`src/rtl/timer_pkg.sv`:
```
// Shared types and constants for the interval timer controller.
package timer_pkg;

  // Controller sequencing states.
  typedef enum logic [1:0] {
    IDLE = 2'd0,
    RUN  = 2'd1,
    DONE = 2'd2
  } state_t;

  // A run is only meaningful with a non-zero terminal count.
  function automatic logic valid_limit(input logic [31:0] lim);
    return (lim != 32'd0);
  endfunction

endpackage

```
`src/rtl/timer_ctrl_if.sv`:
```
// Control/status bundle between a control source and timer_ctrl.
interface timer_ctrl_if #(
  parameter int N = 8,
  parameter int P = 4
);
  logic         start;
  logic         stop;
  logic         periodic;
  logic [N-1:0] load_val;
  logic [P-1:0] prescale;
  logic [N-1:0] cnt;
  logic         tick;
  logic         busy;
  logic         done;

  // Control source side.
  modport master (
    output start, stop, periodic, load_val, prescale,
    input  cnt, tick, busy, done
  );

  // Timer side.
  modport slave (
    input  start, stop, periodic, load_val, prescale,
    output cnt, tick, busy, done
  );
endinterface

```
`src/rtl/timer_ctrl_prescaler.sv`:
```
// Step-rate divider: asserts en once every limit+1 clocks while run is high.
module prescaler #(
  parameter int P = 4
) (
  input  logic         clk,
  input  logic         rst,
  input  logic         clear,
  input  logic         run,
  input  logic [P-1:0] limit,
  output logic         en
);

  logic [P-1:0] presc_q;
  logic [P-1:0] presc_d;

  assign en = run && (presc_q == limit);

  // Divider count: wraps to 0 on each step, parked at 0 when not running.
  always_comb begin
    presc_d = presc_q;
    if (clear || !run || en) begin
      presc_d = '0;
    end else begin
      presc_d = presc_q + 1'b1;
    end
  end

  // Divider register.
  always_ff @(posedge clk) begin
    if (rst) begin
      presc_q <= '0;
    end else begin
      presc_q <= presc_d;
    end
  end

endmodule

```
`src/rtl/timer_ctrl.sv`:
```
// Programmable interval timer: start/run/terminate sequencing of an up-counter
// with prescaled step rate, one-shot or periodic reload, and tick pulse.
module timer_ctrl
  import timer_pkg::*;
#(
  parameter int N = 8,
  parameter int P = 4
) (
  input  logic         clock,
  input  logic         reset,
  timer_ctrl_if.slave  bus
);

  state_t       state_q, state_d;
  logic [N-1:0] cnt_q, cnt_d;
  logic         tick_q, tick_d;
  logic [N-1:0] lim_q, lim_d;
  logic [P-1:0] psc_q, psc_d;
  logic         per_q, per_d;
  logic         en;
  logic         presc_clr;
  logic         start_ok;

  // A start is only honoured with a non-zero terminal count.
  assign start_ok = bus.start && valid_limit(32'(bus.load_val));

  // Keep the divider at 0 whenever the next state is not RUN, so every run
  // begins with a full p+1 clock interval before the first step.
  assign presc_clr = (state_d != RUN);

  prescaler #(.P(P)) u_presc (
    .clk   (clock),
    .rst   (reset),
    .clear (presc_clr),
    .run   (state_q == RUN),
    .limit (psc_q),
    .en    (en)
  );

  // Next-state and datapath decode; stop always wins over start and terminal.
  always_comb begin
    state_d = state_q;
    cnt_d   = cnt_q;
    tick_d  = 1'b0;
    lim_d   = lim_q;
    psc_d   = psc_q;
    per_d   = per_q;
    unique case (state_q)
      IDLE: begin
        cnt_d = '0;
        if (!bus.stop && start_ok) begin
          state_d = RUN;
          lim_d   = bus.load_val;
          psc_d   = bus.prescale;
          per_d   = bus.periodic;
        end
      end
      RUN: begin
        if (bus.stop) begin
          state_d = IDLE;
          cnt_d   = '0;
        end else if (en) begin
          if (cnt_q == lim_q) begin
            cnt_d   = '0;
            tick_d  = 1'b1;
            state_d = per_q ? RUN : DONE;
          end else begin
            cnt_d = cnt_q + 1'b1;
          end
        end
      end
      DONE: begin
        cnt_d = '0;
        if (bus.stop) begin
          state_d = IDLE;
        end else if (start_ok) begin
          state_d = RUN;
          lim_d   = bus.load_val;
          psc_d   = bus.prescale;
          per_d   = bus.periodic;
        end
      end
      default: begin
        state_d = IDLE;
        cnt_d   = '0;
      end
    endcase
  end

  // State, count and capture registers.
  always_ff @(posedge clock) begin
    if (reset) begin
      state_q <= IDLE;
      cnt_q   <= '0;
      tick_q  <= 1'b0;
      lim_q   <= '0;
      psc_q   <= '0;
      per_q   <= 1'b0;
    end else begin
      state_q <= state_d;
      cnt_q   <= cnt_d;
      tick_q  <= tick_d;
      lim_q   <= lim_d;
      psc_q   <= psc_d;
      per_q   <= per_d;
    end
  end

  assign bus.cnt  = cnt_q;
  assign bus.tick = tick_q;
  assign bus.busy = (state_q == RUN);
  assign bus.done = (state_q == DONE);

endmodule

```
`src/flat_wrapper.sv`:
```
// flat-port wrapper written by rule: the top's interface ports become plain ports
module timer_ctrl_flat import timer_pkg::*;
#(
  parameter int N = 8,
  parameter int P = 4
)
  (clock, reset, bus_start, bus_stop, bus_periodic, bus_load_val, bus_prescale, bus_cnt, bus_tick, bus_busy, bus_done);
  timer_ctrl_if #(.N(N), .P(P)) bus_i ();
  input  logic clock;
  input  logic reset;
  input wire logic [$bits(bus_i.start)-1:0] bus_start;
  input wire logic [$bits(bus_i.stop)-1:0] bus_stop;
  input wire logic [$bits(bus_i.periodic)-1:0] bus_periodic;
  input wire logic [$bits(bus_i.load_val)-1:0] bus_load_val;
  input wire logic [$bits(bus_i.prescale)-1:0] bus_prescale;
  output wire logic [$bits(bus_i.cnt)-1:0] bus_cnt;
  output wire logic [$bits(bus_i.tick)-1:0] bus_tick;
  output wire logic [$bits(bus_i.busy)-1:0] bus_busy;
  output wire logic [$bits(bus_i.done)-1:0] bus_done;
  assign bus_i.start = bus_start;
  assign bus_i.stop = bus_stop;
  assign bus_i.periodic = bus_periodic;
  assign bus_i.load_val = bus_load_val;
  assign bus_i.prescale = bus_prescale;
  assign bus_cnt = bus_i.cnt;
  assign bus_tick = bus_i.tick;
  assign bus_busy = bus_i.busy;
  assign bus_done = bus_i.done;
  timer_ctrl #(.N(N), .P(P)) u_core (.clock(clock), .reset(reset), .bus(bus_i));
endmodule
```
`config.mk`:
```
export PLATFORM = sky130hd
export DESIGN_NAME = timer_ctrl_flat
export DESIGN_NICKNAME = d
export VERILOG_FILES = /design/src/rtl/timer_pkg.sv /design/src/rtl/timer_ctrl_if.sv /design/src/rtl/timer_ctrl_prescaler.sv /design/src/rtl/timer_ctrl.sv /design/src/flat_wrapper.sv
export SDC_FILE = /design/constraint.sdc
export NUM_CORES = 1
export LEC_CHECK = 0
export ABC_CLOCK_PERIOD_IN_PS = 2900
export CORE_MARGIN = 4
export CORE_UTILIZATION = 50
export CTS_CLUSTER_SIZE = 24
export DETAILED_ROUTE_END_ITERATION = 12
export GPL_TIMING_DRIVEN = 0
export PLACE_DENSITY = 0.83
export RECOVER_POWER = 25
export SKIP_LAST_GASP = 1
export SLEW_MARGIN = 20
export SYNTH_ARGS = -nofsm -noshare
export SYNTH_HDL_FRONTEND = slang
export SYNTH_SLANG_ARGS = --single-unit
```
`constraint.sdc`:
```
create_clock -name clock -period 2.9 [get_ports clock]
set_clock_uncertainty 0.1 [all_clocks]
set_input_delay 0.58 -clock clock [delete_from_list [all_inputs] [get_ports clock]]
set_output_delay 0.58 -clock clock [all_outputs]
set_load 0.01 [all_outputs]
```
Word-level counts from Yosys, hierarchy flattened
Cells that the tools add are included.

Memory bits (writable): 0. Bits in read-only memories: 0. Logic and storage cells: 55. Memories: 0. Latch bits: 0. Input bits: 17. Output and inout bits: 11. Flip-flop bits (word level): 28.

Multipliers: 0. Add/sub/neg operators: 2. Reductions and logical operators: 14. Div/mod/pow operators: 0. Multiplexer cells: 22. Equality and inequality tests: 8. Magnitude comparators: 0. Shift operators: 0. Bitwise logic cells: 2.

Operators by type and width (count): two-way mux 8 bit (4); one-hot mux 8 bit (2 select lines) (1); two-way mux 2 bit (7); two-way mux 4 bit (3); adder 8 x 1 -> 8 bit, second input constant (1); equality test 8 bit (1); one-hot mux 4 bit (2 select lines) (1); nonzero test 8 bit (1); != test 2 x 1 -> 1 bit, second input constant (3); one-hot mux 2 bit (3 select lines) (1); adder 4 x 1 -> 4 bit, second input constant (1); equality test 4 bit (1); two-way mux 1 bit (4); AND reduction 4 bit (1); OR reduction 4 bit (1); logical AND 1 bit (3); OR reduction 3 bit (1); equality test 2 x 1 -> 1 bit, second input constant (1); equality test 2 bit, second input constant (1); zero test 1 bit (2); zero test 2 bit (1); logical OR 1 bit (2); != test 2 bit, second input constant (1); NOT 1 bit (2); other kinds (3) (3).

Logic depth before layout (Yosys ltp)
Gate-level depths: netlist (run 1).

Depth after elaboration: 9. Depth in mapped cells: 7. Gate-level depth less buffers: 5.

Cells and area by module
From an unflattened synthesis (run 1), not the netlist that was laid out.

Cell total of the unflattened synthesis: 136. Area, all modules: 1336.3 µm².

Modules (own cells, without submodules): timer_ctrl (area each 1094.8 µm², cells each 112, sequential area each 480.5 µm², instances 1); prescaler (area each 241.5 µm², cells each 24, sequential area each 80.1 µm², instances 1).

Least setup slack after synthesis (run 1)
Ideal clock, no wire load.

Path kind: in2reg. Start: input port bus_load_val[3]. End: register u_core.lim_q[3]. Cell stages on the path: 7. Setup slack: 0.849 ns. Library setup time: 0.128 ns. Arrival time: 1.824 ns. Buffers on the path: 2. Required time: 2.672 ns. Cells stage by stage: or4_1 -> o21ai_1 -> or3_1 -> buf_6 -> buf_12 -> mux2i_1 -> nor2_1.

Word-level cells in the longest chain between the ends: 5. Elaborated cells on any way between the ends: 10. Those cells by class: eq/ne: 2; mux: 4; reduce/logical: 4.

RTL lines: start, declared (line flat_wrapper.sv:14) `input wire logic [$bits(bus_i.load_val)-1:0] bus_load_val;`; nonzero test 8 bit (line timer_pkg.sv:13) `return (lim != 32'd0);`; logical AND 1 bit (line timer_ctrl.sv:25) `assign start_ok = bus.start && valid_limit(32'(bus.load_val));`; logical AND 1 bit (line timer_ctrl.sv:51) `if (!bus.stop && start_ok) begin`; != test 2 x 1 -> 1 bit (no line); AND reduction 4 bit (no line); end signal, assigned (line timer_ctrl.sv:103) `lim_q <= lim_d;`; end, declared (line timer_ctrl.sv:17) `logic [N-1:0] lim_q, lim_d;`.

Parallel ways exist; a longest one is shown, timed or not. The select of a mux whose other input is x is not followed. A chain may end at the register's enable or synchronous reset.

Worst setup path in the final report (run 1)
Start: input port bus_stop. End: register u_core.cnt_q[5] (netlist: u_core.bus.cnt[5]).

Word-level cells in the longest chain between the ends: 1.

RTL lines: start, declared (line flat_wrapper.sv:12) `input wire logic [$bits(bus_i.stop)-1:0] bus_stop;`; OR reduction 3 bit (no line); end signal, assigned (line timer_ctrl.sv:101) `cnt_q <= cnt_d;`; end, declared (line timer_ctrl.sv:15) `logic [N-1:0] cnt_q, cnt_d;`.

Every way passes these cells.

==> run_results.csv, run 1 <==
group,metric,value,unit
drt,post-route-drc-count,0,
global_route,overflow,0,
clocking,numCtsBuffers,3,
floorplanning,dieArea,3620,um2
synthesis,ys_types,41,
finish,n_antenna_cell,0,
clocking,cts_sinks,28,
finish,syn2layout_area_growth,23.3,%
worst_setup_path,crit_buf_inv,2,
floorplanning,die_h,60.2,um
clocking,clock_latency,330,ps
sta,fin_ws,456,ps
power_and_ir_drop,power.leakage,0.698,nW
synthesis,syn_avg_cell_area,9.58,um2
global_route,grt_usage,0.188,
synthesis,synth_flop_cell,"dfxtp_1",
worst_setup_path,reg2reg_to,"u_core.state_q[0]$_SDFF_PP0_",
power_and_ir_drop,vdd_drop_max,0.312,mV
clocking,clk_pin_slew,150,ps
sta,tns,0,ps
sta,rsz0062_at_grt,"no",
run,drv_cap,0,
finish,fin_nets,192,
worst_setup_path,startpoint_type,"input port",
worst_setup_path,critPathRequiredTime,3040,ps
synthesis,ys_warn_count,0,
synthesis,netlist_top_cells_area,"dfxtp_1 (41%), mux2i_1 (9.6%), xor2_1 (5.8%), nor2_1 (4.7%), buf_6 (3.3%)",
floorplanning,die_w,60.2,um
synthesis,syn_area,1360,um2
power_and_ir_drop,p_per_area,413,nW/um2
synthesis,synth_seq_cells,28,
worst_setup_path,cp-end-kind,"flop",
clocking,cts_tree,"done",
synthesis,synth_edf_count,0,
worst_hold_path,worstHoldStart,"reset",
sta,max_slew_margin,0.694,
place,gp_congestion,0.744,
synthesis,synth_nets,161,
place,dp_slack,254,ps
status,status,"finished, final reports clean",
drt,first_iter_violations,25,
worst_setup_path,critical_path.cell_chain,"dlygate4sd3_1, or4b_1, clkbuf_1, a41oi_1, and2_1, a41oi_1, o41ai_1",
sta,period_minus_slack,2440,ps
worst_setup_path,timing.rr.start,"u_core.bus.cnt[5]$_SDFFE_PP0N_",
worst_setup_path,rr_worst_depth,5,
global_route,grt_max_degree,16,
clocking,cts_setup_buffers,0,
worst_setup_path,crit_type,"input port to flop",
place,portBuffers,26,
finish,layout_commonest_cell,"dfxtp_1",
synthesis,synth-seq-area-share,0.412,
floorplanning,start_util,0.534,
synthesis,yosysTopAreaCell,"dfxtp_1",
synthesis,async_flop_share,0,
worst_setup_path,rrSetupSlack,940,ps
sta,setup_viol,0,
sta,period_share,0.843,
worst_setup_path,crit_family,"buffers and inverters",
clocking,htreeDepth,1,
worst_setup_path,max_stage_delay,600,ps
worst_setup_path,critical_path.slowest_cell,"dlygate4sd3_1",
synthesis,synth_cells,142,
synthesis,synth_top_area_share,0.412,
worst_setup_path,cp_max_fo,7,
clocking,clock_path_buffers,2,
global_route,grt_pass1_wl,5050,um
worst_setup_path,cp_common_cell,"a41oi_1",
drt,dr.pass1.iters,4,
sta,hold_viol,0,
drt,routed_wl,3070,um
global_route,antenna_found_initial,0,
drt,viasPerCell,5.74,
worst_hold_path,holdPathEnd,"u_core.bus.tick$_SDFF_PP0_",
drt,wire_per_inst,15.2,um
sta,worstMarginPinSlew,458,ps
floorplanning,pin_count,28,
place,dp.final_hpwl,2370,um
worst_setup_path,crit_arrival,2590,ps
drt,via_count,1160,
clocking,cts_hold_buffers,0,
floorplanning,core_area,2540,um2
worst_hold_path,hold_depth,2,
floorplanning,rows,18,
sta,drv_slew,0,
sta,max_freq,0.409,GHz
global_route,grt_pass1_vias,1154,
power_and_ir_drop,power.total,0.692,mW
drt,antenna_left,0,
finish,final_cell_mix,"dfxtp_1 (28), clkdlybuf4s50_1 (24), nor2_1 (17)",
clocking,cts_root_buf,"clkbuf_4",
clocking,cts_resized,0,
finish,drive_gt1_frac,0.0581,
worst_hold_path,hold_path_class,"input port to flop",
kinds of logic after synthesis:
family | after synthesis | share of synthesized area
simple gates | 56 | 0.215
compound gates | 20 | 0.109
fa+ha+maj | 2 | 0.0184
buf+inv | 9 | 0.0598
flops | 28 | 0.412
xor+xnor | 14 | 0.0902
mux | 13 | 0.0957
per-stage QoR:
stage	util	cell area [um2]	std cells	hold WS (ps)
2_1_floorplan	-	1360	142	341
3_3_place_gp	0.651	1660	198	360
3_5_place_dp	0.651	1660	198	391
4_1_cts	0.666	1690	202	330
5_1_grt	0.659	1680	202	317
6_report	0.659	1680	202	334
worst max path at each step:
stage                    start                        endpoint  slack, ps  cells past startpoint
6_report              bus_stop  u_core.bus.cnt[5]$_SDFFE_PP0N_        460                      7
5_1_grt               bus_stop  u_core.bus.cnt[5]$_SDFFE_PP0N_        310                      7
3_5_place_dp   bus_load_val[3]    u_core.psc_q[0]$_SDFFE_PP0P_        250                      8
4_1_cts        bus_load_val[3]    u_core.psc_q[0]$_SDFFE_PP0P_        630                      8
2_1_floorplan  bus_load_val[3]    u_core.lim_q[3]$_SDFFE_PP0P_        850                      7
3_3_place_gp   bus_load_val[3]    u_core.lim_q[6]$_SDFFE_PP0P_        290                      8
flip-flops by register name (all words and copies together), names as in the netlist:
register                count
u_core.psc_q                4
u_core.bus.tick             1
u_core.u_presc.presc_q      4
u_core.lim_q                8
u_core.state_q              2
u_core.per_q                1
u_core.bus.cnt              8
final cells by class:
type                    instances  area [um2]
repair buffers                 26         260
fillers                       231         868
well taps                      30        37.5
plain buffers                   7        65.1
inverters                       2        7.51
flip-flops and latches         28         561
multi-input cells             105         709
clock buffers                   4        36.3
worst reg2reg max path, stage by stage (launching register included):
cell	delay [ps]
dfxtp_1	480
xor2_1	120
nor4_1	320
nand2_1	290
or3_1	430
o2bb2ai_1	140
power breakdown:
| part | internal (mW) | switching, mW |
|---|---|---|
| sequential | 0.396 | 0.00824 |
| combinational | 0.0496 | 0.0467 |
| clock | 0.0769 | 0.115 |
synth_stat cells (3+ instances only):
library cell  instances
mux2i_1              13
o41ai_1               3
nor4_1                3
a32oi_1               3
xnor2_1               5
xor2_1                9
dfxtp_1              28
buf_6                 4
or4_1                 3
nand3_1               4
nor2_1               17
nand2_1              11
routing by layer:
metal | wire length [um] | share of wire | global-route usage
met1 | 1300 | 0.42 | 0.214
met2 | 1510 | 0.49 | 0.335
met3 | 150 | 0.049 | 0.0281
met4 | 104 | 0.034 | 0.0949
met5 | 0 | 0 | 0
No activity file was read; power rests on OpenSTA's default activity.
==> run 2, diff against run 1 <==
--- a/config.mk
+++ b/config.mk
@@ -5,7 +5,7 @@
 export SDC_FILE = /design/constraint.sdc
 export NUM_CORES = 1
 export LEC_CHECK = 0
-export ABC_CLOCK_PERIOD_IN_PS = 2900
+export ABC_CLOCK_PERIOD_IN_PS = 2390
 export CORE_MARGIN = 4
 export CORE_UTILIZATION = 50
 export CTS_CLUSTER_SIZE = 24
==> constraint.sdc (replaced) <==
create_clock -name clock -period 2.39 [get_ports clock]
set_clock_uncertainty 0.1 [all_clocks]
set_input_delay 0.478 -clock clock [delete_from_list [all_inputs] [get_ports clock]]
set_output_delay 0.478 -clock clock [all_outputs]
set_load 0.01 [all_outputs]
==> run 2 against run 1 <==
Compared with the run above: flip-flop and latch count is the same; largest cell class unchanged; clock power grew 21%; wire length grew 0.95%; register-to-register slack lost 510 ps; worst setup slack lost 250 ps; non-clock buffer count is the same; largest power group unchanged; critical endpoint is now u_core.lim_q[6]$_SDFFE_PP0P_.
==> run_results.csv, run 2 (same netlist as run 1, synthesis figures left out) <==
group,metric,value,unit
drt,first_iter_violations,25,
drt,antenna_left,0,
global_route,grt_max_degree,16,
floorplanning,die_h,60.2,um
finish,n_fill_cell,230,
finish,syn2layout_area_growth,24.2,%
clocking,cts_resized,0,
floorplanning,die_w,60.2,um
worst_setup_path,reg2reg_to,"u_core.state_q[0]$_SDFF_PP0_",
global_route,grt_pass1_vias,1154,
worst_setup_path,rrSetupSlack,430,ps
floorplanning,start_util,0.534,
floorplanning,core_area,2540,um2
worst_hold_path,worstHoldStart,"reset",
clocking,htreeDepth,1,
sta,setup_viol,0,
worst_setup_path,critical_path.slowest_cell,"or4_1",
worst_setup_path,crit_type,"input port to flop",
clocking,cts_tree,"done",
finish,layout_commonest_cell,"dfxtp_1",
global_route,antenna_found_initial,0,
drt,via_count,1167,
worst_hold_path,holdPathEnd,"u_core.lim_q[1]$_SDFFE_PP0P_",
sta,rsz0062_at_grt,"no",
sta,max_freq,0.458,GHz
sta,drv_slew,0,
power_and_ir_drop,vdd_drop_max,0.381,mV
clocking,cts_setup_buffers,0,
global_route,grt_usage,0.188,
global_route,grt_pass1_wl,5050,um
worst_setup_path,rr_worst_depth,5,
floorplanning,dieArea,3620,um2
floorplanning,pin_count,28,
finish,multi_input_area,714,um2
finish,ff_latch_area,561,um2
worst_setup_path,critPathRequiredTime,2510,ps
sta,period_minus_slack,2180,ps
finish,fin_util,0.664,
place,dp.final_hpwl,2370,um
clocking,numCtsBuffers,3,
place,portBuffers,26,
sta,hold_viol,0,
clocking,cts_hold_buffers,0,
place,gp_congestion,0.744,
worst_setup_path,startpoint_type,"input port",
finish,final_cell_mix,"dfxtp_1 (28), clkdlybuf4s50_1 (25), nor2_1 (17)",
sta,max_slew_margin,0.701,
worst_hold_path,hold_path_class,"input port to flop",
clocking,clock_path_buffers,2,
global_route,overflow,0,
worst_setup_path,max_stage_delay,550,ps
power_and_ir_drop,power.leakage,0.705,nW
worst_setup_path,crit_family,"simple AND/OR/NAND/NOR gates",
finish,drive_gt1_frac,0.0698,
run,drv_cap,0,
power_and_ir_drop,p_per_area,499,nW/um2
clocking,clock_latency,330,ps
place,placed_cell_area,1660,um2
worst_setup_path,critical_path.cell_chain,"clkdlybuf4s50_1, or4_1, o21ai_1, or3_1, buf_6, buf_12, mux2i_1, nor2_1",
finish,fin_nets,192,
drt,routed_wl,3100,um
worst_setup_path,critical_path_depth,8,
drt,wire_per_inst,15.3,um
clocking,cts_sinks,28,
worst_setup_path,timing.rr.start,"u_core.bus.cnt[5]$_SDFFE_PP0N_",
clocking,cts_root_buf,"clkbuf_4",
worst_setup_path,cp-end-kind,"flop",
worst_setup_path,cp_max_fo,10,
status,status,"finished, final reports clean",
worst_setup_path,crit_arrival,2310,ps
worst_setup_path,crit_buf_inv,3,
clocking,clk_pin_slew,150,ps
drt,post-route-drc-count,0,
finish,final_area,1690,um2
worst_hold_path,hold_depth,2,
drt,viasPerCell,5.78,
sta,period_share,0.913,
finish,n_antenna_cell,0,
drt,dr.pass1.iters,4,
floorplanning,rows,18,
sta,worstMarginPinSlew,448,ps
run 2: cell count changes in the layout (fill, tap and decap cells not counted), sizes merged:
| cell | change |
|---|---|
| clkbuf | -1 |
| buf | +1 |
| clkdlybuf4s50 | +1 |
| dlygate4sd3 | -1 |
run 2: final cells by class:
class	count	area share
Inverter	2	0.00444
Buffer	7	0.0430
Tap cell	30	0.0222
Multi-Input combinational cell	105	0.423
Clock buffer	4	0.0215
Sequential cell	28	0.332
Timing Repair Buffer	26	0.154
run 2: worst reg2reg max path, cell delays in order, from the launching register on:
cell	delay, ps
dfxtp_1	490
xor2_1	130
nor4_1	320
nand2_1	300
or3_4	420
o2bb2ai_1	130
run 2: worst max-delay path by stage:
stage | startpoint | endpoint | slack (ps)
finish | bus_load_val[3] | u_core.lim_q[6]$_SDFFE_PP0P_ | 210
global route | bus_stop | u_core.bus.cnt[5]$_SDFFE_PP0N_ | 70
CTS | bus_load_val[3] | u_core.psc_q[0]$_SDFFE_PP0P_ | 220
detailed placement | bus_load_val[3] | u_core.psc_q[0]$_SDFFE_PP0P_ | -150
global placement | bus_load_val[3] | u_core.lim_q[6]$_SDFFE_PP0P_ | -110
floorplan | bus_load_val[3] | u_core.lim_q[3]$_SDFFE_PP0P_ | 440
run 2: per-layer routing:
metal | up-vias | share of wire | GRT usage | routed length (um)
met5 | - | 0 | 0 | 0
met4 | 0 | 0.025 | 0.0949 | 78
met3 | 8 | 0.058 | 0.0281 | 179
met2 | 44 | 0.49 | 0.335 | 1520
met1 | 549 | 0.42 | 0.214 | 1310
li1 | 566 | - | - | -
run 2: where the power goes:
part           total [mW]  switching [mW]  internal [mW]
registers           0.490          0.0102          0.480
clock network       0.233           0.139         0.0933
logic               0.119          0.0575         0.0618
total               0.842           0.207          0.635
run 2: stage by stage:
stage | total power, mW | hold WS, ps | setup slack, ps | TNS (ps) | instances
3_3_place_gp | 0.614 | 360 | -115 | -1100 | 198
6_report | 0.842 | 234 | 207 | 0 | 202
2_1_floorplan | 0.570 | 341 | 441 | 0 | 142
3_5_place_dp | 0.620 | 391 | -154 | -1310 | 198
5_1_grt | 0.883 | 215 | 74.9 | 0 | 202
4_1_cts | 0.849 | 228 | 218 | 0 | 202
